<file path="src/rtl/count_pkg.sv">
// Shared definitions for the lab counter and its downstream sequence monitor.
//   state_t : monitor FSM states (2-bit encoding)
//   CNT_W   : default counter value width
//   CNT_MIN : default first value of the legal ring (value after wrap)
//   CNT_MAX : default last value of the legal ring
package count_pkg;

  typedef enum logic [1:0] {
    IDLE  = 2'd0,
    TRACK = 2'd1,
    ERROR = 2'd2
  } state_t;

  localparam int CNT_W   = 4;
  localparam int CNT_MIN = 1;
  localparam int CNT_MAX = 8;

endpackage

</file>
<file path="src/rtl/bcd2_inc.sv">
// Two-digit BCD event counter, 00..99, wrapping 99 -> 00 without a flag.
//   clk   in  : rising-edge clock
//   rst   in  : synchronous active-high reset to 00
//   clear in  : synchronous soft clear to 00 (same effect as rst)
//   inc   in  : add one this cycle
//   bcd   out : {tens, units}, registered
module bcd2_inc (
  input  logic       clk,
  input  logic       rst,
  input  logic       clear,
  input  logic       inc,
  output logic [7:0] bcd
);

  logic [3:0] units, tens;
  logic [3:0] units_nx, tens_nx;

  assign units = bcd[3:0];
  assign tens  = bcd[7:4];

  always_comb begin
    units_nx = units;
    tens_nx  = tens;
    if (inc) begin
      if (units == 4'd9) begin
        units_nx = 4'd0;
        tens_nx  = (tens == 4'd9) ? 4'd0 : tens + 4'd1;
      end else begin
        units_nx = units + 4'd1;
      end
    end
  end

  always_ff @(posedge clk) begin
    if (rst || clear) bcd <= 8'h00;
    else              bcd <= {tens_nx, units_nx};
  end

endmodule

</file>
<file path="src/rtl/count_seq_monitor.sv">
// Checks that a sampled counter walks the MIN..MAX ring, pulses on each
// legal MAX->MIN wrap, keeps a BCD wrap count and latches the first illegal
// step in a sticky error.
//   clk        in  : rising-edge clock
//   rst        in  : synchronous active-high reset
//   cnt_in     in  : counter value under observation
//   cnt_valid  in  : sample cnt_in this cycle
//   clear      in  : synchronous soft clear, identical effect to rst
//   wrap_pulse out : one-cycle pulse after each legal MAX->MIN step
//   wraps_bcd  out : BCD wrap count {tens,units}
//   seq_err    out : sticky illegal-sequence flag
//   err_value  out : offending sample
//   err_prev   out : last legal sample before the error (0 if none)
//   busy       out : FSM is in TRACK
module count_seq_monitor
  import count_pkg::*;
#(
  parameter int W   = CNT_W,
  parameter int MIN = CNT_MIN,
  parameter int MAX = CNT_MAX
) (
  input  logic         clk,
  input  logic         rst,
  input  logic [W-1:0] cnt_in,
  input  logic         cnt_valid,
  input  logic         clear,
  output logic         wrap_pulse,
  output logic [7:0]   wraps_bcd,
  output logic         seq_err,
  output logic [W-1:0] err_value,
  output logic [W-1:0] err_prev,
  output logic         busy
);

  localparam logic [W:0] MIN_X = (W+1)'(MIN);
  localparam logic [W:0] MAX_X = (W+1)'(MAX);

  state_t       state, state_nx;
  logic [W-1:0] prev, prev_nx;
  logic         wrap_nx, err_nx, inc;
  logic [W-1:0] ev_nx, ep_nx;
  logic [W:0]   v_x, prev_x, expected;
  logic         soft_rst;

  assign soft_rst = rst || clear;
  assign v_x      = {1'b0, cnt_in};
  assign prev_x   = {1'b0, prev};
  // Extra bit keeps prev+1 from aliasing back into range when MAX is 2**W-1.
  assign expected = (prev_x == MAX_X) ? MIN_X : prev_x + 1'b1;

  always_comb begin
    state_nx = state;
    prev_nx  = prev;
    wrap_nx  = 1'b0;
    inc      = 1'b0;
    err_nx   = seq_err;
    ev_nx    = err_value;
    ep_nx    = err_prev;
    case (state)
      IDLE: if (cnt_valid) begin
        if (v_x >= MIN_X && v_x <= MAX_X) begin
          prev_nx  = cnt_in;
          state_nx = TRACK;
        end else begin
          state_nx = ERROR;
          err_nx   = 1'b1;
          ev_nx    = cnt_in;
          ep_nx    = '0;
        end
      end
      TRACK: if (cnt_valid) begin
        if (v_x == expected) begin
          prev_nx = cnt_in;
          if (prev_x == MAX_X) begin
            wrap_nx = 1'b1;
            inc     = 1'b1;
          end
        end else begin
          // Covers stalls (repeat) and out-of-ring values alike.
          state_nx = ERROR;
          err_nx   = 1'b1;
          ev_nx    = cnt_in;
          ep_nx    = prev;
        end
      end
      ERROR: ;
      default: state_nx = IDLE;
    endcase
  end

  always_ff @(posedge clk) begin
    if (soft_rst) begin
      state      <= IDLE;
      prev       <= '0;
      wrap_pulse <= 1'b0;
      seq_err    <= 1'b0;
      err_value  <= '0;
      err_prev   <= '0;
      busy       <= 1'b0;
    end else begin
      state      <= state_nx;
      prev       <= prev_nx;
      wrap_pulse <= wrap_nx;
      seq_err    <= err_nx;
      err_value  <= ev_nx;
      err_prev   <= ep_nx;
      busy       <= (state_nx == TRACK);
    end
  end

  // Counter clears on the same soft_rst, so a wrap coinciding with rst/clear is dropped.
  bcd2_inc u_wraps (
    .clk   (clk),
    .rst   (rst),
    .clear (clear),
    .inc   (inc),
    .bcd   (wraps_bcd)
  );

endmodule

</file>
<file path="config.mk">
export PLATFORM = sky130hd
export DESIGN_NAME = count_seq_monitor
export DESIGN_NICKNAME = d
export VERILOG_FILES = /design/src/rtl/count_pkg.sv /design/src/rtl/bcd2_inc.sv /design/src/rtl/count_seq_monitor.sv
export SDC_FILE = /design/constraint.sdc
export NUM_CORES = 1
export LEC_CHECK = 0
export ABC_AREA = 0
export BUFFER_PORTS_ARGS = -buffer_cell sky130_fd_sc_hd__buf_2
export CORE_MARGIN = 3
export CORE_UTILIZATION = 48
export DETAILED_ROUTE_END_ITERATION = 10
export GPL_ROUTABILITY_DRIVEN = 0
export GPL_TIMING_DRIVEN = 0
export MAX_ROUTING_LAYER = met4
export PLACE_DENSITY = 0.74
export SYNTH_ARGS = -nofsm -noshare
export SYNTH_HDL_FRONTEND = slang
export SYNTH_SLANG_ARGS = --single-unit
</file>
<file path="constraint.sdc">
create_clock -name clk -period 2.4 [get_ports clk]
set_input_delay 0 -clock clk [delete_from_list [all_inputs] [get_ports clk]]
set_output_delay 0 -clock clk [all_outputs]
set_load 0.02 [all_outputs]
</file>
# [Word level (Yosys, flattened, before mapping)]
# Cells that the tools add are included.
[word_totals] reg_bits=25 inputBits=8 output_inout_bits=19
[op_classes] add_sub_neg=3 n_lt_le_gt_ge=2 eq_ne=13 muxes=32 reduce_logical=7
[ops] op="4-bit two-way mux" count=14
[ops] op="4-bit one-hot mux with 2 select lines" count=3
[ops] op="4-bit == test, second input constant" count=3
[ops] op="2-bit inequality test, second input constant" count=6
[ops] op="5-bit AND reduction" count=2
[ops] op="4-bit by 1-bit adder with 4-bit output, second input constant" count=2
[ops] op="1-bit two-way mux" count=8
[ops] op="2-bit two-way mux" count=4
[ops] op="2-bit one-hot mux with 3 select lines" count=1
[ops] op="4-bit by 1-bit adder with 5-bit output, second input constant" count=1
[ops] op="4-bit by 5-bit == test with 1-bit output" count=1
[ops] op="5-bit two-way mux" count=1
[ops] op="2-bit by 1-bit == test with 1-bit output, second input constant" count=2
[ops] op="4-bit by 1-bit >= comparator with 1-bit output, second input constant" count=1
[ops] op="4-bit <= comparator, second input constant" count=1
[ops] op="2-bit == test, second input constant" count=1
[ops] op="2-bit logical NOT" count=1
[ops] op="1-bit one-hot mux with 2 select lines" count=1
[ops] op="2-bit AND reduction" count=1
[ops] op="2-bit nonzero test" count=1
[ops] op="1-bit logical AND" count=1
[ops] op="1-bit logical OR" count=1

# [Longest topological paths before layout]
# Gate-level depths: netlist (run 1).
[depth] ltp_word=7 ltp_mapped=10 depth_no_buf=8

# [By module]
# From an unflattened synthesis (run 1), not the netlist that was laid out.
[hier_totals] hier_cells=144 hier_area_um2=1317.5
[modules_own_cells] mod="count_seq_monitor" instances=1 cells_per_inst=99 area_each_um2=898.4
[modules_own_cells] mod="bcd2_inc" instances=1 cells_per_inst=45 area_each_um2=419.2

# [Worst setup path after synthesis (run 1)]
# No wires, ideal clock.
[synth_path] path_type="register to register" from="register prev[0]" to="register u_wraps.bcd[6]" setup_time_ps=70 t_arrival_ps=2306 setup_slack_ps=24 path_stages_with_launch=9 path_buffers=0 cell_sequence="dfxtp_1 -> inv_1 -> ha_1 -> xnor2_1 -> nand2_1 -> or3_1 -> or4b_4 -> or3_1 -> a21oi_1"
[synth_between] elab_chain_len=7 elab_cells_between_ends=9 cone_classes="add/sub (1); eq/ne (2); mux (5); reduce/logical (1)"
[synth_lines] element="start, declared" line="count_seq_monitor.sv:39" rtl="logic [W-1:0] prev, prev_nx;"
[synth_lines] element="start signal, assigned" line="count_seq_monitor.sv:102" rtl="prev <= prev_nx;"
[synth_lines] element="4-bit by 1-bit adder with 5-bit output or 4-bit == test (tied branches)" line="count_seq_monitor.sv:49, count_seq_monitor.sv:74"
[synth_lines] element="5-bit two-way mux" line="count_seq_monitor.sv:49" rtl="assign expected = (prev_x == MAX_X) ? MIN_X : prev_x + 1'b1;"
[synth_lines] element="4-bit by 5-bit == test with 1-bit output" line="count_seq_monitor.sv:72" rtl="if (v_x == expected) begin"
[synth_lines] element="1-bit two-way mux *" line="count_seq_monitor.sv:72"
[synth_lines] element="1-bit two-way mux *" line="count_seq_monitor.sv:71" rtl="TRACK: if (cnt_valid) begin"
[synth_lines] element="1-bit two-way mux *" line="count_seq_monitor.sv:59" rtl="case (state)"
[synth_lines] element="2-bit AND reduction (no line) *"
[synth_lines] element="end signal, assigned" line="bcd2_inc.sv:36" rtl="else bcd <= {tens_nx, units_nx};"
[synth_lines] element="end, declared" line="bcd2_inc.sv:12" rtl="output logic [7:0] bcd"
# Mark *: on every way between the ends. The rest lies on a longest branch, timed or not.
# A chain may end at the register's enable or synchronous reset.

# [Worst setup path after layout (run 1)]
# Ends and elaborated chain as after synthesis.

==> out/results.ini, run 1 <==
[yosys]
synthTopCellsByArea = dfxtp_1, mux2i_1, nand2_1
syn_nets = 162
synth_cells = 152
yosysWarnings = 0
synth-edff-count = 0
synthArstFlopShare_pct = 0
yosysTopAreaCell = dfxtp_1
ys_ff_latch = 25
synth-main-ff-cell = dfxtp_1
netlist-cell-type-count = 42
netlist_area_um2 = 1330
yosysSeqAreaShare_pct = 37.7
avgSynthCellArea_um2 = 8.74
synth_top_cell_area_share_pct = 37.7

[grt]
grt.overflow.total = 0
grt_pass1_wl_um = 4820
grt_antenna_before_repair = 0
grt_max_degree = 14
grt.total_usage_pct = 18.4
grt_pass1_vias = 1130

[outcome]
violations = negative hold slack
status = complete, but fails checks

[setup_path]
start_kind = register
critPathKind = register to register
crit_fanout = 4
path_delay_family = simple AND/OR/NAND/NOR gates
cp.depth = 8
crit_chain = inv_1 -> ha_4 -> xnor2_2 -> nand2_1 -> or3_4 -> or4b_4 -> or3_1 -> a21oi_1
end_kind = register
worstPathArrival_ns = 2.57
critPathBufInv = 1
reg2regPathDepth = 8
slowest_delay_ns = 0.53
critPathSlowestCell = or4b_4
crit_required_ns = 2.65

[drt]
wirelength_um = 2970
wl_per_cell_um = 13.3
antenna_left = 0
drc_errors = 0
via_per_inst = 5.58
first_pass_iters = 4
vias = 1245
first_iter_violations = 36

[clock_network]
cts_sinks = 25
worstSkewPairLatency_ns = 0.32
cts_max_path_buffers = 2
clkTransAtPathRegs_ns = 0.14
htree_levels = 1
cts_root_buf = clkbuf_4
cts_tree = built
cts_buffers = 3

[final_layout]
seqCellArea_um2 = 509
syn_to_final_growth_pct = 24.7
diodes = 0
multi_input_area_um2 = 791
drive_above_1_share_pct = 26.9
finalNetCount = 204
fill_cells = 231
stdcell_count = 223

[sta]
slew_headroom_pct = 54.0
holdWs_ns = -0.000425
timing.final.crit_share_pct = 96.7
drv_slew = 0
final_hold_viol_count = 1
tns_ns = 0
setup_viol = 0
tightest_slew_ns = 0.689
timing.fmax_mhz = 431
final.setup_skew_ns = 0.0138
layout_min_cycle_time_ns = 2.32
rsz0062_at_grt = yes

[pwr]
ir_drop_v = 0.000350
leakage_nw = 0.732
power.density_nw_per_um2 = 438

[floorplan]
fp.dieH_um = 58.6
die_width_um = 58.6
row_count = 18
initial_core_util_pct = 52.2
io_pins = 27
die-area_um2 = 3440
core-area_um2 = 2540

[place]
dp_cells = 208
port_buffers = 26
dpl.hpwl_um = 2110

[hold_path]
whs_path_depth = 4
hold_path_class = primary input to register

[flow_run]
maxCapViolations = 0

==> layout by cell type (no fill, tap or decap), types with 2 or more instances in the layout <==
cell / n
or3_1: 2
and3_1: 2
nand2b_1: 5
dfxtp_4: 2
buf_4: 7
nand2_1: 29
nor2_1: 8
a22o_1: 2
inv_1: 7
nand4_1: 2
nand3_1: 6
a21oi_1: 5
xor2_1: 3
clkbuf_1: 4
clkbuf_4: 3
mux2i_1: 16
buf_2: 26
a31oi_1: 2
nor3_1: 4
dfxtp_1: 22
dlygate4sd3_1: 5
buf_6: 2
==> state kept, by name (all words and copies together) (netlist names) <==
name	cells
u_wraps.bcd	8
prev	4
err_value	4
wrap_pulse	1
seq_err	1
err_prev	4
state	2
busy	1
==> layout make-up <==
type / count / area share (%)
plain buffers: 6 / 2.49
clock buffers: 4 / 1.59
inverters: 7 / 1.59
multi-input cells: 114 / 47.7
flip-flops and latches: 25 / 30.7
well taps: 30 / 2.27
repair buffers: 37 / 13.6
==> layer usage <==
metal	global-route usage, %	vias up	wire, µm
li1	-	613	-
met1	21.4	601	1330
met2	33.2	27	1490
met3	2.19	4	125
met4	4.85	0	28
met5	-	-	0
==> worst register-to-register path, delay by kind of cell, from the launching register on <==
family	cells	cell delay, ns
buffers and inverters	1	0.06
AO/OA/AOI/OAI	1	0.12
AND/OR/NAND/NOR	4	1.32
adder cells (fa/ha/maj)	1	0.26
XOR/XNOR	1	0.09
flip-flops	1	0.39
==> timing repair <==
action	in CTS	in global routing
hold buffers	5	0
buffers inserted	5	1
pin swaps	1	4
gates resized for setup	4	6
hold endpoints to repair	7	0
endpoints found under the setup margin	14	13
==> worst paths after layout <==
check	start	end	slack, ns
setup / recovery	prev[0]	u_wraps.bcd[6]	0.08
hold / removal	rst	err_value[1]	-0.0004
setup reg to reg	prev[0]	u_wraps.bcd[6]	0.08
hold reg to reg	err_prev[3]	err_prev[3]	0.47
==> through the flow <==
stage / setup WS (ns) / util (%) / total power, W / cell area (µm²)
2_1_floorplan: 0.0240 / - / 0.000504 / 1330
3_3_place_gp: -0.104 / 58.8 / 0.000528 / 1500
3_5_place_dp: -0.169 / 58.8 / 0.000531 / 1500
4_1_cts: 0.00592 / 63.6 / 0.000721 / 1620
5_1_grt: -0.0357 / 65.1 / 0.000753 / 1660
6_report: 0.0790 / 65.1 / 0.000725 / 1660
==> synthesized netlist by cell type, types with 2 or more instances <==
master     n
buf_6      2
a22o_1     2
nand2b_1   5
xor2_1     3
inv_1      7
nand3_1    6
or3_1      3
nand4_1    2
nand2_1   29
dfxtp_1   25
a21oi_1    5
nor2_1     8
nor3_1     5
a31oi_1    2
xnor2_1    2
mux2i_1   16
ha_1       2
clkbuf_1   3
and3_1     2
==> kinds of logic (layout without fill, tap and decap cells) <==
kind of cell    Yosys count  after routing  share of synthesized area, %
compound gates           19             19                          11.3
xor+xnor                  5              5                          3.30
fa+ha+maj                 2              2                          1.88
buf+inv                  13             54                          5.09
flops                    25             25                          37.7
mux                      16             16                          12.1
simple gates             72             72                          28.7
==> power by group <==
part	internal (W)	switching, W	total (W)	leakage, nW
clock	0.0000650	0.000125	0.000190	0.0150
combinational	0.0000505	0.0000589	0.000109	0.513
sequential	0.000420	0.00000568	0.000426	0.204
total	0.000536	0.000190	0.000725	0.732
Note: power is estimated with default switching activity, not from simulation.
==> run 2, diff against run 1 <==
--- a/config.mk
+++ b/config.mk
@@ -14,6 +14,7 @@
 export GPL_TIMING_DRIVEN = 0
 export MAX_ROUTING_LAYER = met4
 export PLACE_DENSITY = 0.74
+export SETUP_SLACK_MARGIN = 0.1
 export SYNTH_ARGS = -nofsm -noshare
 export SYNTH_HDL_FRONTEND = slang
 export SYNTH_SLANG_ARGS = --single-unit
==> out/results.ini, run 2 (synthesis gave the netlist of run 1 again) <==
[outcome]
status = complete, but fails checks
violations = negative hold slack

[setup_path]
slowest_delay_ns = 0.51
crit_required_ns = 2.67
critPathSlowestCell = or4b_4
critPathBufInv = 1
start_kind = register
crit_fanout = 3
critPathKind = register to register
end_kind = register
crit_chain = buf_4 -> ha_2 -> a21bo_2 -> mux2i_4 -> xor2_1 -> or4b_4 -> or3_4 -> a21oi_2
path_delay_family = simple AND/OR/NAND/NOR gates
worstPathArrival_ns = 2.56

[sta]
final.setup_skew_ns = 0.00246
holdWs_ns = -0.000874
final_hold_viol_count = 2
timing.fmax_mhz = 438
timing.final.crit_share_pct = 95.2
drv_slew = 0
setup_viol = 0
rsz0062_at_grt = yes
tightest_slew_ns = 0.699
tns_ns = 0
layout_min_cycle_time_ns = 2.29
slew_headroom_pct = 53.3

[drt]
drc_errors = 0
vias = 1241
antenna_left = 0
via_per_inst = 5.37
wirelength_um = 3110
wl_per_cell_um = 13.4
first_iter_violations = 45
first_pass_iters = 4

[floorplan]
fp.dieH_um = 58.6
io_pins = 27
die_width_um = 58.6
row_count = 18
die-area_um2 = 3440
core-area_um2 = 2540
initial_core_util_pct = 52.2

[place]
dp_cells = 208
dpl-instance-area_um2 = 1500
dpl.hpwl_um = 2110
port_buffers = 26

[clock_network]
cts_sinks = 25
cts_tree = built
clkTransAtPathRegs_ns = 0.13
cts_max_path_buffers = 2
worstSkewPairLatency_ns = 0.32
cts_buffers = 3
htree_levels = 1
cts_root_buf = clkbuf_4

[flow_run]
maxCapViolations = 0

[hold_path]
hold_path_class = primary input to register

[grt]
grt_pass1_wl_um = 5200
grt.overflow.total = 0
grt_max_degree = 14
grt.total_usage_pct = 20.2
gr-usage-met3_pct = 3.29
grt_antenna_before_repair = 0
grt_use_met1_pct = 24.3
busiest_layer = met2
grtUsageMet2_pct = 33.2
grt_pass1_vias = 1201

[final_layout]
largest_register = u_wraps.bcd
fill_cells = 194
finalNetCount = 212
largest_register_ffs = 8
stdcell_count = 231
diodes = 0
final_common_cell = nand2_1
final_area_um2 = 1760
drive_above_1_share_pct = 33.8
mostFrequentLayoutCells = nand2_1, buf_2, dfxtp_1
syn_to_final_growth_pct = 32.2

[pwr]
total_power_w = 0.000737
leakage_nw = 0.766
power.density_nw_per_um2 = 420
ir_drop_v = 0.000320

==> run 2: layer usage <==
metal	vias to the layer above	wire, µm	share of wire [%]
met1	569	1390	45
met2	32	1470	47
met3	10	154	5.0
met5	-	0	0
li1	630	-	-
met4	0	85	2.7
==> run 2: worst paths after layout <==
path	slack (ns)	endpoint	startpoint	cells after the start
min	-0.0009	err_value[1]	rst	4
max reg2reg	0.11	u_wraps.bcd[6]	prev[0]	8
max	0.11	u_wraps.bcd[6]	prev[0]	8
min reg2reg	0.47	err_prev[3]	err_prev[3]	2
==> run 2: metrics by stage <==
stage / util (%) / hold slack [ns] / setup slack [ns]
after CTS: 66.5 / 0.00171 / 0.0649
after detailed placement: 59.0 / 0.314 / -0.0332
after global placement: 59.0 / 0.310 / 0.0317
after global routing: 69.0 / 0.00272 / 0.0501
final: 69.0 / -0.000874 / 0.114
after floorplan: - / 0.151 / 0.115
==> run 2: power by group <==
part           internal (W)  switching, W
clock             0.0000652      0.000127
combinational     0.0000576     0.0000623
sequential         0.000420    0.00000574
==> run 2: area by class of cell <==
type	count	area, µm²	share of cell area [%]
Multi-Input combinational cell	114	823	46.9
Inverter	7	26.3	1.50
Clock buffer	4	26.3	1.50
Tap cell	30	37.5	2.14
Sequential cell	25	509	29.0
Buffer	6	41.3	2.35
Timing Repair Buffer	45	293	16.7
==> run 2: repair_timing <==
| item | 4_1_cts | 5_1_grt |
|---|---|---|
| endpoints found under the setup margin | 12 | 15 |
| hold endpoints to repair | 5 | 0 |
| pin swaps | 10 | 10 |
| resized for setup | 10 | 9 |
| hold buffers | 5 | 0 |
| setup buffers | 10 | 4 |
==> run 2: worst register-to-register path, delay by kind of cell (launching register included) <==
kind	cells	cell delay (ns)
simple gates	2	0.85
mux	1	0.20
xor+xnor	1	0.13
fa+ha+maj	1	0.21
compound gates	2	0.36
flops	1	0.38
buf+inv	1	0.12
